==> src/rtl/comparator_seq_if.sv <==
// rtl/comparator_seq_if.sv - req/fin handshake bundle for the sequential magnitude comparator
interface comparator_seq_if #(
  parameter int Width = 32
);
  logic             req;
  logic             sgn;
  logic [Width-1:0] x;
  logic [Width-1:0] y;
  logic             fin;
  logic             busy;
  logic             bigger;
  logic             equal;
  logic             smaller;

  modport master (
    output req, sgn, x, y,
    input  fin, busy, bigger, equal, smaller
  );

  modport slave (
    input  req, sgn, x, y,
    output fin, busy, bigger, equal, smaller
  );
endinterface

==> src/rtl/comparator_seq.sv <==
// rtl/comparator_seq.sv - chunk-serial MSB-first magnitude comparator, unsigned or two's complement
module comparator_seq #(
  parameter int Width = 32,
  parameter int Digit = 8
) (
  input  logic             clk,
  input  logic             rst,
  comparator_seq_if.slave  bus
);
  localparam int C  = (Width + Digit - 1) / Digit;
  localparam int PW = C * Digit;
  localparam int IW = (C > 1) ? $clog2(C) : 1;

  typedef enum logic [1:0] {
    IDLE = 2'd0,
    CMP  = 2'd1,
    DONE = 2'd2
  } state_t;

  state_t                   state_q;
  logic [C-1:0][Digit-1:0]  x_q;
  logic [C-1:0][Digit-1:0]  y_q;
  logic [IW-1:0]            idx_q;
  logic                     fin_q;
  logic                     busy_q;
  logic [2:0]               res_q;

  logic [Width-1:0] x_s, y_s;
  logic [PW-1:0]    x_d, y_d;
  logic [Digit-1:0] x_chunk, y_chunk;

  // Flipping the sign bit maps two's complement order onto unsigned order;
  // padding above Width-1 is zero so the top chunk still compares correctly.
  always_comb begin
    x_s = bus.x;
    y_s = bus.y;
    if (bus.sgn) begin
      x_s[Width-1] = ~x_s[Width-1];
      y_s[Width-1] = ~y_s[Width-1];
    end
    x_d = '0;
    y_d = '0;
    x_d[Width-1:0] = x_s;
    y_d[Width-1:0] = y_s;
  end

  always_comb begin
    x_chunk = x_q[idx_q];
    y_chunk = y_q[idx_q];
  end

  always_ff @(posedge clk or posedge rst) begin
    if (rst) begin
      state_q <= IDLE;
      x_q     <= '0;
      y_q     <= '0;
      idx_q   <= '0;
      fin_q   <= 1'b0;
      busy_q  <= 1'b0;
      res_q   <= 3'b000;
    end else begin
      case (state_q)
        IDLE: begin
          if (bus.req) begin
            x_q     <= x_d;
            y_q     <= y_d;
            idx_q   <= IW'(C - 1);
            res_q   <= 3'b000;
            busy_q  <= 1'b1;
            state_q <= CMP;
          end
        end
        CMP: begin
          if (x_chunk > y_chunk) begin
            res_q   <= 3'b100;
            fin_q   <= 1'b1;
            busy_q  <= 1'b0;
            state_q <= DONE;
          end else if (x_chunk < y_chunk) begin
            res_q   <= 3'b001;
            fin_q   <= 1'b1;
            busy_q  <= 1'b0;
            state_q <= DONE;
          end else if (idx_q == '0) begin
            res_q   <= 3'b010;
            fin_q   <= 1'b1;
            busy_q  <= 1'b0;
            state_q <= DONE;
          end else begin
            idx_q   <= idx_q - 1'b1;
          end
        end
        DONE: begin
          // Flags stay held after the handshake closes; only a new capture clears them.
          if (!bus.req) begin
            fin_q   <= 1'b0;
            state_q <= IDLE;
          end
        end
        default: begin
          state_q <= IDLE;
          fin_q   <= 1'b0;
          busy_q  <= 1'b0;
        end
      endcase
    end
  end

  assign bus.fin     = fin_q;
  assign bus.busy    = busy_q;
  assign bus.bigger  = res_q[2];
  assign bus.equal   = res_q[1];
  assign bus.smaller = res_q[0];
endmodule

==> src/flat_wrapper.sv <==
// flat-port wrapper written by rule: the top's interface ports become plain ports
module comparator_seq_flat 
#(
  parameter int Width = 32,
  parameter int Digit = 8
)
  (clk, rst, bus_req, bus_sgn, bus_x, bus_y, bus_fin, bus_busy, bus_bigger, bus_equal, bus_smaller);
  comparator_seq_if #(.Width(Width)) bus_i ();
  input  logic clk;
  input  logic rst;
  input wire logic [$bits(bus_i.req)-1:0] bus_req;
  input wire logic [$bits(bus_i.sgn)-1:0] bus_sgn;
  input wire logic [$bits(bus_i.x)-1:0] bus_x;
  input wire logic [$bits(bus_i.y)-1:0] bus_y;
  output wire logic [$bits(bus_i.fin)-1:0] bus_fin;
  output wire logic [$bits(bus_i.busy)-1:0] bus_busy;
  output wire logic [$bits(bus_i.bigger)-1:0] bus_bigger;
  output wire logic [$bits(bus_i.equal)-1:0] bus_equal;
  output wire logic [$bits(bus_i.smaller)-1:0] bus_smaller;
  assign bus_i.req = bus_req;
  assign bus_i.sgn = bus_sgn;
  assign bus_i.x = bus_x;
  assign bus_i.y = bus_y;
  assign bus_fin = bus_i.fin;
  assign bus_busy = bus_i.busy;
  assign bus_bigger = bus_i.bigger;
  assign bus_equal = bus_i.equal;
  assign bus_smaller = bus_i.smaller;
  comparator_seq #(.Width(Width), .Digit(Digit)) u_core (.clk(clk), .rst(rst), .bus(bus_i));
endmodule
==> config.mk <==
export PLATFORM = sky130hd
export DESIGN_NAME = comparator_seq_flat
export DESIGN_NICKNAME = d
export VERILOG_FILES = /design/src/rtl/comparator_seq_if.sv /design/src/rtl/comparator_seq.sv /design/src/flat_wrapper.sv
export SDC_FILE = /design/constraint.sdc
export NUM_CORES = 1
export LEC_CHECK = 0
export BUFFER_PORTS_ARGS = -buffer_cell sky130_fd_sc_hd__buf_2
export CAP_MARGIN = 30
export CORE_MARGIN = 5
export CORE_UTILIZATION = 45
export CTS_CLUSTER_DIAMETER = 100
export DETAILED_ROUTE_END_ITERATION = 6
export PLACE_DENSITY = 0.68
export REMOVE_ABC_BUFFERS = 1
export SLEW_MARGIN = 30
export SYNTH_ARGS = -nofsm -noshare
export SYNTH_HDL_FRONTEND = slang
export SYNTH_SLANG_ARGS = --single-unit
export TNS_END_PERCENT = 5
==> constraint.sdc <==
create_clock -name clk -period 3.3 [get_ports clk]
set_input_delay 0.33 -clock clk [delete_from_list [all_inputs] [get_ports clk]]
set_output_delay 0.33 -clock clk [all_outputs]
set_load 0.02 [all_outputs]
-- Word-level counts from Yosys, hierarchy flattened
Cells that the tools add are included.
- register bits: 73
- output and inout bits: 5
- $add $sub $neg: 1
- $lt $le $gt $ge: 3
- equality and inequality tests: 8
- multiplexer cells: 32
- bitwise operators: 4
- reduce and logical (&&, ||, !) cells: 9
- operators by type and width (kind ; count):
    $bmux 8 s2 ; 2
    $mux 2 ; 9
    $mux 8 ; 2
    $mux 3 ; 4
    $reduce_and 3->1 ; 4
    $mux 1 ; 10
    $ne 2x2->1 const B ; 5
    $gt 8x8->1 ; 1
    $lt 8x8->1 ; 1
    $pmux 1 s3 ; 2
    $pmux 2 s3 ; 1
    $pmux 3 s2 ; 1
    $reduce_and 5->1 ; 1
    $logic_not 2->1 ; 2
    $ne 4x1->1 const B ; 1
    $not 1->1 ; 4
    $pmux 2 s2 ; 1
    $lt 2x3->1 const B ; 1
    $eq 2x1->1 const B ; 1
    $eq 2x2->1 const B ; 1
    $reduce_and 2->1 ; 1
    $reduce_bool 2->1 ; 1
    $sub 2x1->2 const B ; 1

-- Logic depth before layout (Yosys ltp)
Gate-level depths: netlist of the first run.
- depth after elaboration: 6
- mapped depth: 10
- depth with buffers taken out: 8

-- Least setup slack after synthesis of the first run
No wires, ideal clock.
- path type: reg2reg
- start point: register u_core.idx_q[0]
- end point: register u_core.idx_q[1]
- setup time: 137 ps
- data arrival time: 2433 ps
- setup slack: 730 ps
- cell stages (with the launch flop): 9
- buffers on the path: 2
- path through: dfrtp_1 buf_2 buf_4 mux4_2 ha_1 nand4_1 or2_4 a311oi_4 a22oi_1
- word-level cells in the longest chain between the ends: 5
- elaborated cells between the ends (all ways): 16
- classes of those cells: add/sub (1); order compare (2); eq/ne (3); mux (8); reduce/logical (2)
- ends and longest elaborated chain (item ; line ; text):
    start, declared ; comparator_seq.sv:23 ; logic [IW-1:0] idx_q;
    start signal, assigned ; comparator_seq.sv:67 ; idx_q <= IW'(C - 1);
    start signal, assigned ; comparator_seq.sv:90 ; idx_q <= idx_q - 1'b1;
    $bmux 8 s2, or another cell as far along ; comparator_seq.sv:48 ; x_chunk = x_q[idx_q];
    $mux 8 (implied by the code), or another cell as far along ; comparator_seq.sv:48 ;
    $gt 8x8->1, or another cell as far along ; comparator_seq.sv:74 ; if (x_chunk > y_chunk) begin
    $ne 2x2->1 (no source line) or $mux 2 (tied branches) ; -- ;
    $reduce_and 5->1 (no source line) or $pmux 2 s2 (tied branches) ; -- ;
Several ways; a longest one is shown, not always the timed one. The select of a mux whose other input is x is not followed.
A chain may end at the register's enable or synchronous reset.

-- Final worst setup path of the first run
Ends and elaborated chain as after synthesis.

==> reports/qor.txt, run 1 <==
Finished layout cell area: 4090 um2
PortBufs: 72
Post-Synthesis Cells: 233
Drt pass-1 iters: 4
Fmax achieved: 377 MHz
Setup crit end kind: register
Max-slew violation count: 0
Synth Area in XOR/XNOR: 0.00511
ANT cells: 0
CTS Root Cell: clkbuf_8
DRC: 0
Clock Skew: 0.00288 ns
CP required: 3.50 ns
Number of synthesized register bits: 73
Antenna violations before repair: 0
RSZ-0062 raised after global routing: false
Synth Area in Compound Gates: 0.0478
Post-DP HPWL: 4.73 mm
First-pass GRT wire length: 10.7 mm
Met1 Track Usage GR: 0.187
Number of global-route vias before repair: 2293
Most frequent cells in the layout: dfrtp_1 (73), buf_2 (72), mux2_2 (36)
Setup TNS: 0 ns
CTS tree: built
Global route overflow: 0
Postcts setup bufs: 0
Hold Vio Cnt, Final: 0
Status: finished clean
Cell Area, Placed: 3910 um2
Starting Density: 0.468
Yosys cell types: 32
Largest net degree at the start of global routing: 39
Die H: 97.3 um
Crit path launch type: register
Global Route met2 Usage: 0.225
Vias: 2115
Worst VDD drop: 277 uV
Drt initial violations: 47
CP Class: reg2reg
CTS Hold Buffers Added: 0
Synth Area in Simple Gates: 0.0357
WP data arrival: 2.86 ns
Hold Crit Class: in2async
CTS Sinks: 73
Fin crit period: 2.65 ns
Worst hold slack: 0.0389 ns
Pwr dens: 846 nW/um2
Vias per std cell: 5.11
GRT Overall Usage: 0.141
Mux contribution to synthesized area: 0.311
Total of max-cap violations: 0
Synth warnings: 0
Final #Nets: 388
Crit-path max FO: 17
Layout cell share with drive strength beyond 1: 0.476
H-tree levels: 3
RePlAce Congestion: 0.880
Static leakage: 0.00189 uW
Worst-Margin Slew: 0.549 ns
GR peak layer: met2
Synth Area per Inst: 14.7 um2
Die Area: 9470 um2
Rel. slew slack: 0.634
Resized Gates After CTS: 0
Final setup viols: 0
Synth-to-Final Area Change: 19.2%
# IOs: 73
Final period utilization: 0.804
CTS max path bufs: 2
# rows: 31
Cell Area, Synth: 3430 um2
Synth Area in Adders: 0.0328
Die X: 97.3 um
Commonest non-fill, non-tap cell in the layout: dfrtp_1
Largest family of logic cells by synthesized area: multiplexers
TritonCTS Buffers: 9
Antenna Nets Post-Route: 0
GR met3 Demand/Resource: 0.0287
Seq/Total Area, Yosys: 0.532
Clock transition at path regs: 0.07 ns
WL/cell: 15.1 um
Core Region: 7330 um2
Final wirelength: 6.26 mm
Clk_lat worst skew: 0.33 ns
[worst paths after layout]
kind                                             startpoint                          end  slack (ns)  cells after the start
min in group clk                                   bus_y[8]    u_core.y_q[8]$_DFFE_PP0P_        0.21                      2
worst min-delay path                                    rst   u_core.y_q[28]$_DFFE_PP0P_        0.04                      2
worst min register to register   u_core.bus.fin$_DFFE_PP0P_   u_core.bus.fin$_DFFE_PP0P_        0.48                      1
worst max register to register  u_core.idx_q[0]$_DFFE_PP0P_  u_core.idx_q[1]$_DFFE_PP0P_        0.65                      7
max in group asynchronous                               rst   u_core.x_q[27]$_DFFE_PP0P_        2.52                      3
worst max-delay path            u_core.idx_q[0]$_DFFE_PP0P_  u_core.idx_q[1]$_DFFE_PP0P_        0.65                      7
[Yosys cell counts]
cell type / instances / area, um2
or2_4: 1 / 8.76
a311oi_4: 1 / 26.3
inv_1: 13 / 48.8
o21bai_1: 1 / 7.51
ha_1: 9 / 113
o21a_1: 1 / 7.51
clkbuf_1: 1 / 3.75
a22oi_1: 2 / 15.0
a21oi_1: 8 / 40.0
buf_6: 1 / 11.3
nor2b_1: 3 / 18.8
nand2b_1: 2 / 12.5
mux2_1: 26 / 293
nor2_1: 5 / 18.8
mux2_2: 36 / 405
nand2b_4: 1 / 13.8
nand3_1: 1 / 5.00
o2111ai_1: 1 / 8.76
dfrtp_1: 73 / 1830
buf_2: 5 / 25.0
nor2_2: 1 / 6.26
mux4_2: 16 / 360
a2bb2oi_1: 1 / 8.76
o21ai_0: 1 / 5.00
a21o_1: 1 / 7.51
buf_4: 4 / 30.0
mux2i_1: 1 / 10.0
o21ai_1: 5 / 25.0
nand2_1: 7 / 26.3
nand4_1: 2 / 12.5
o211ai_2: 1 / 12.5
xnor2_1: 2 / 17.5
[metal layers]
layer,vias up,routed length [um]
met5,-,0
met4,0,98
met3,8,260
met2,47,3110
met1,1059,2790
li1,1001,-
[through the flow]
step / util / instances / worst slack [ns] / power (uW)
floorplan: - / 222 / 0.492 / 2540
finish: 0.558 / 414 / 0.646 / 3460
global route: 0.558 / 414 / 0.458 / 3740
detailed placement: 0.533 / 399 / 0.630 / 2870
CTS: 0.558 / 414 / 0.611 / 3510
global placement: 0.533 / 399 / 0.712 / 2820
[critical path: stages (launching register included)]
cell	delay (ns)
dfrtp_1	0.32
buf_4	0.32
mux4_2	0.56
ha_1	0.34
nand4_1	0.16
or2_4	0.31
a311oi_4	0.36
a22oi_1	0.15
[kinds of logic (layout without fill, tap and decap cells)]
family | count (synthesis) | in the layout
compound gates | 23 | 23
buf+inv | 24 | 106
fa+ha+maj | 9 | 9
xor+xnor | 2 | 2
flops | 73 | 73
mux | 79 | 79
simple gates | 23 | 23
[area by class of cell]
cell class / instances / area [um2]
Timing Repair Buffer: 78 / 418
Clock buffer: 13 / 169
Sequential cell: 73 / 1830
Inverter: 13 / 48.8
Tap cell: 99 / 124
Clock inverter: 2 / 12.5
Fill cell: 636 / 3240
Multi-Input combinational cell: 136 / 1490
[flip-flops by register name, summed over array words and instances (netlist names)]
name	flops
u_core.idx_q	2
u_core.bus.fin	1
u_core.state_q	2
u_core.res_q	3
u_core.x_q	32
u_core.bus.busy	1
u_core.y_q	32
[where the power goes]
group,leakage (uW),switching [uW],internal (uW),total [uW]
combinational,0.000938,546,737,1280
sequential,0.000856,213,1330,1540
clock,0.0000915,303,330,633
Power figures use the tool's default switching activity.
==> run 2, diff against run 1 <==
- ABC_AREA: not set -> 1
- clock period: 3.3 -> 2.5 ns (I/O delays scaled with it)
==> run 2 against run 1 <==
Compared with the run above:
- sequential cell count unchanged
- sequential power increased by 32%
- via count increased by 43%
- total power increased by 60%
- die area increased by 1.5%
- clock-buffer cell count decreased by 1
- critical path type unchanged
- clock skew increased by 0.0039 ns
- worst hold slack got worse by 0.017 ns
- clock power increased by 54%
- routed wire length increased by 23%
- largest power group is now combinational cells
==> reports/qor.txt, run 2 <==
Final setup viols: 0
Antenna Nets Post-Route: 0
Largest net degree at the start of global routing: 42
R2R cell count: 12
ANT cells: 0
Antenna violations before repair: 0
Drt initial violations: 125
Hold Vio Cnt, Final: 0
Fmax achieved: 452 MHz
Clk_lat worst skew: 0.34 ns
Cell Count, Final, Fillers Out: 628
R2r endpoint: u_core.res_q[1]$_DFFE_PP0P_
Final period utilization: 0.885
CP Class: reg2reg
Area contributors post-synth: dfrtp_1 (52%), nand2_1 (23%), o21ai_0 (5.6%)
WP data arrival: 2.48 ns
Comb pwr share: 0.454
CTS Sinks: 73
Sw frac: 0.417
Core Region: 7650 um2
Synth Area per Inst: 7.74 um2
Regs by FF count: u_core.x_q: 32 flops, u_core.y_q: 32 flops, u_core.res_q: 3 flops
Hold Crit Class: in2async
Crit-path max FO: 27
# rows: 32
CTS max path bufs: 2
Number of global-route vias before repair: 3185
Most frequent cells in the layout: nand2_1 (214), dfrtp_1 (73), buf_2 (72)
Fin crit period: 2.21 ns
Max-slew violation count: 0
Final #Nets: 598
Number of synthesized register bits: 73
RePlAce Congestion: 0.786
Worst r2r src: u_core.idx_q[0]$_DFFE_PP0P_
Static leakage: 0.00227 uW
Crit path launch type: register
CTS Root Cell: clkbuf_8
Starting Density: 0.456
Clk pwr share: 0.177
Sequential share of power: 0.369
PortBufs: 72
Layout cell share with drive strength beyond 1: 0.207
Yosys cell types: 22
GRT Overall Usage: 0.173
DRC: 0
Total of max-cap violations: 0
CTS Hold Buffers Added: 0
Commonest non-fill, non-tap cell in the layout: nand2_1
P_sw: 2310 uW
Synth Flop Type: dfrtp_1
Setup crit end kind: register
Rel. slew slack: 0.519
Seq/Total Area, Yosys: 0.523
Leading area contributor after synthesis: dfrtp_1
CTS tree: built
First-pass GRT wire length: 13.8 mm
Clock transition at path regs: 0.08 ns
# IOs: 73
Synth-to-Final Area Change: 19.6%
H-tree levels: 3
Top cells by count, synth: nand2_1 (214), dfrtp_1 (73), o21ai_0 (39)
Resized Gates After CTS: 0
Drt pass-1 iters: 4
Final wirelength: 7.73 mm
CP required: 2.77 ns
Global route overflow: 0
Post-DP HPWL: 5.51 mm
Synth warnings: 0
Setup TNS: 0 ns
Vias: 3025
Clock Skew: 0.00679 ns
P_int: 3220 uW
Postcts setup bufs: 0
TritonCTS Buffers: 9
Post-Synthesis Cells: 451
Status: finished clean
Worst-Margin Slew: 0.720 ns
Pwr dens: 1330 nW/um2
Dpl cells: 612
EDFF count, synth: 0
RSZ-0062 raised after global routing: false
Cell Area, Synth: 3490 um2
Worst VDD drop: 468 uV
Vias per std cell: 4.82
Synth top area share: 0.523
Worst hold slack: 0.0219 ns
WL/cell: 12.3 um
Worst R2R Setup Slack: 0.29 ns
Die H: 98.1 um
Die Area: 9620 um2
Die X: 98.1 um
Async SR Flop Fraction: 1.00
Fillers: 745
Most common cell in the netlist: nand2_1
==> run 2: cell types whose count changed in the layout (fill, tap and decap cells not counted), sizes merged, moves of 3 or more <==
cell	delta
a21oi	+4
inv	+7
mux2	-62
mux4	-16
nand2	+210
nand2b	-3
nand3	+4
nor2	+33
nor2b	-3
o21ai	+36
o22ai	+8
==> run 2: routing by layer <==
layer  vias up  GRT usage  part of all wire
met5         -          0                 0
met4         0     0.0724             0.018
met3        11     0.0350             0.046
met2        64      0.282              0.46
met1      1394      0.224              0.47
li1       1556          -                 -
==> run 2: cell type report <==
| class | instances | area (um2) | area share |
|---|---|---|---|
| multi-input combinational | 336 | 1480 | 0.354 |
| timing repair buffer | 80 | 445 | 0.107 |
| clock buffer | 12 | 165 | 0.0396 |
| clock inverter | 4 | 50.0 | 0.0120 |
| tap | 102 | 128 | 0.0306 |
| sequential | 73 | 1830 | 0.438 |
| inverter | 21 | 78.8 | 0.0189 |
==> run 2: how the worst max path moves through the flow <==
stage	slack, ns	to	startpoint
finish	0.29	u_core.res_q[1]$_DFFE_PP0P_	u_core.idx_q[0]$_DFFE_PP0P_
global route	0.03	u_core.res_q[1]$_DFFE_PP0P_	u_core.idx_q[0]$_DFFE_PP0P_
CTS	0.27	u_core.res_q[1]$_DFFE_PP0P_	u_core.idx_q[0]$_DFFE_PP0P_
detailed placement	0.29	u_core.res_q[1]$_DFFE_PP0P_	u_core.idx_q[0]$_DFFE_PP0P_
global placement	0.36	u_core.bus.busy$_DFFE_PP0P_	u_core.idx_q[0]$_DFFE_PP0P_
floorplan	0.004	u_core.bus.busy$_DFFE_PP0P_	u_core.idx_q[0]$_DFFE_PP0P_
==> run 2: power by group through the flow <==
| stage | logic, uW | clock network [uW] | registers (uW) |
|---|---|---|---|
| after floorplan | 1770 | 0 | 2060 |
| after global placement | 2460 | 0 | 2050 |
| after detailed placement | 2530 | 0 | 2050 |
| after CTS | 2550 | 994 | 2040 |
| after global routing | 2970 | 1050 | 2100 |
| final | 2510 | 977 | 2040 |
==> run 2: through the flow <==
step                total power (uW)  utilization  cell area (um2)  worst slack, ns
floorplan                       3830            -             3380          0.00372
global placement                4510        0.518             3960            0.362
detailed placement              4590        0.518             3960            0.293
CTS                             5580        0.546             4170            0.269
global route                    6120        0.546             4170           0.0267
finish                          5530        0.546             4170            0.287
==> run 2: logic make-up (layout without fill, tap and decap cells) <==
group	after synthesis	in the layout	share of synthesized area
simple gates	261	261	0.290
buf+inv	42	117	0.0527
xor+xnor	2	2	0.00502
fa+ha+maj	9	9	0.0323
flops	73	73	0.523
compound gates	64	64	0.0968
==> run 2: critical path, cell delays in order, from the launching register on <==
cell     delay (ns)
dfrtp_1        0.40
inv_2          0.34
nand2_1        0.09
a32o_1         0.23
ha_1           0.29
nand2_1        0.08
nor2_2         0.15
nand2_1        0.09
nand2_1        0.12
nand3_2        0.12
nand2_2        0.11
nand2_1        0.05
o21ai_1        0.07
==> run 3, diff against run 2 <==
- clock period: 2.5 -> 2.2 ns (I/O delays scaled with it)
==> run 3 against run 2 <==
Compared with the run above:
- global-route usage up 0.56 points
- sequential cell count did not move
- critical path type unchanged
- critical endpoint is now u_core.idx_q[1]$_DFFE_PP0P_
- worst hold slack improved by 0.050 ns
==> reports/qor.txt, run 3 (synthesized netlist as in run 2, its figures left out) <==
Crit-path max FO: 17
Slowest-stage cell, CP: dfrtp_2
Post-DP HPWL: 5.78 mm
RSZ-0062 raised after global routing: true
Global route overflow: 0
Hold Crit Class: in2reg
Setup crit end kind: register
Cell Area, Placed: 4000 um2
Crit-path cells: buf_6 -> o21ai_0 -> a21oi_1 -> ha_1 -> nand2_1 -> nor2_2 -> a21oi_1 -> a21oi_1 -> nand2_2 -> inv_2 -> nand2_1 -> o21ai_1
Static leakage: 0.00233 uW
Synth-to-Final Area Change: 22.9%
Max-slew violation count: 0
Crit path from: u_core.idx_q[0]$_DFFE_PP0P_
Number of global-route vias before repair: 3102
Fmax achieved: 461 MHz
Top delay family on crit path: compound AO/OA/AOI/OAI gates
Crit path largest cell delay: 0.45 ns
Drt initial violations: 106
Most frequent cells in the layout: nand2_1 (213), buf_2 (72), dfrtp_1 (72)
Worst-Margin Slew: 0.516 ns
WP data arrival: 2.42 ns
Vias: 3075
Final #Nets: 606
Die H: 98.1 um
RePlAce Congestion: 0.906
WL/cell: 13.1 um
Crit path launch type: register
Clock transition at path regs: 0.07 ns
Antenna violations before repair: 0
Finished layout cell area: 4290 um2
ANT cells: 0
Die X: 98.1 um
Antenna Nets Post-Route: 0
CTS Sinks: 73
Total of max-cap violations: 0
H-tree levels: 3
# rows: 32
Overall Power: 6640 uW
Worst r2r src: u_core.idx_q[0]$_DFFE_PP0P_
Clk_lat worst skew: 0.34 ns
GRT Overall Usage: 0.178
Vias per std cell: 4.83
Setup TNS: 0 ns
Final setup viols: 0
CP Class: reg2reg
# IOs: 73
Layout cell share with drive strength beyond 1: 0.227
Commonest non-fill, non-tap cell in the layout: nand2_1
Final wirelength: 8.31 mm
Rel. slew slack: 0.656
CTS tree: built
Largest net degree at the start of global routing: 42
Final period utilization: 0.987
DRC: 0
Drt pass-1 iters: 4
CTS max path bufs: 2
Critical Path Most Common Cell: a21oi_1
TritonCTS Buffers: 9
Fillers: 732
Core Region: 7650 um2
CTS Root Cell: clkbuf_8
Die Area: 9620 um2
Pwr dens: 1550 nW/um2
Regs by FF count: u_core.x_q: 32 flops, u_core.y_q: 32 flops, u_core.res_q: 3 flops
CP bufs+invs: 2
Starting Density: 0.456
CP required: 2.45 ns
Worst Min Path Start: bus_y[0]
First-pass GRT wire length: 14.0 mm
Fin crit period: 2.17 ns
Clock Skew: 0.0104 ns
Status: finished clean
Worst VDD drop: 569 uV
PortBufs: 72
Hold Vio Cnt, Final: 0
-- run 3: where the power goes --
| part | switching (uW) | total, uW | leakage [uW] | internal, uW |
|---|---|---|---|---|
| Clock | 468 | 1080 | 0.000107 | 617 |
| Combinational | 1930 | 3190 | 0.00132 | 1270 |
| Sequential | 382 | 2360 | 0.000904 | 1980 |
-- run 3: metal layers --
metal	global-route usage	wire length [um]
met5	0	0
met4	0.0714	181
met3	0.0364	325
met2	0.290	4000
met1	0.233	3800
-- run 3: per-stage QoR --
| step | utilization | hold slack, ns | instances | worst slack [ns] |
|---|---|---|---|---|
| detailed placement | 0.523 | 0.340 | 618 | 0.0561 |
| floorplan | - | 0.330 | 430 | -0.296 |
| CTS | 0.552 | 0.0547 | 635 | 0.0225 |
| finish | 0.561 | 0.0721 | 636 | 0.0290 |
| global placement | 0.523 | 0.334 | 618 | 0.171 |
| global route | 0.561 | 0.0645 | 636 | -0.119 |
-- run 3: path summary, 6_finish.rpt --
check / cells after the start / end / slack, ns
min reg2reg: 2 / u_core.bus.busy$_DFFE_PP0P_ / 0.47
max reg2reg: 12 / u_core.idx_q[1]$_DFFE_PP0P_ / 0.03
max in group asynchronous: 4 / u_core.idx_q[0]$_DFFE_PP0P_ / 1.25
min in group asynchronous: 4 / u_core.x_q[24]$_DFFE_PP0P_ / 0.51
min: 3 / u_core.y_q[0]$_DFFE_PP0P_ / 0.07
max: 12 / u_core.idx_q[1]$_DFFE_PP0P_ / 0.03
-- run 3: timing repair --
item                                    in CTS  in global routing
endpoints found under the setup margin       0                  8
gates resized for setup                      0                 28
endpoints found under the hold margin       32                  0
buffers inserted                             0                  1
hold buffers                                 1                  0
-- run 3: final cells by class --
| cell class | instances | area [um2] | area share |
|---|---|---|---|
| clock inverter | 2 | 35.0 | 0.00817 |
| multi-input combinational | 336 | 1510 | 0.353 |
| timing repair buffer | 88 | 532 | 0.124 |
| sequential | 73 | 1830 | 0.426 |
| tap | 102 | 128 | 0.0298 |
| clock buffer | 14 | 173 | 0.0403 |
| inverter | 21 | 81.3 | 0.0190 |
-- run 3: worst reg2reg max path: stages (launching register included) --
cell	delay [ns]
dfrtp_2	0.45
buf_6	0.17
o21ai_0	0.22
a21oi_1	0.13
ha_1	0.31
nand2_1	0.07
nor2_2	0.12
a21oi_1	0.10
a21oi_1	0.20
nand2_2	0.11
inv_2	0.08
nand2_1	0.05
o21ai_1	0.08
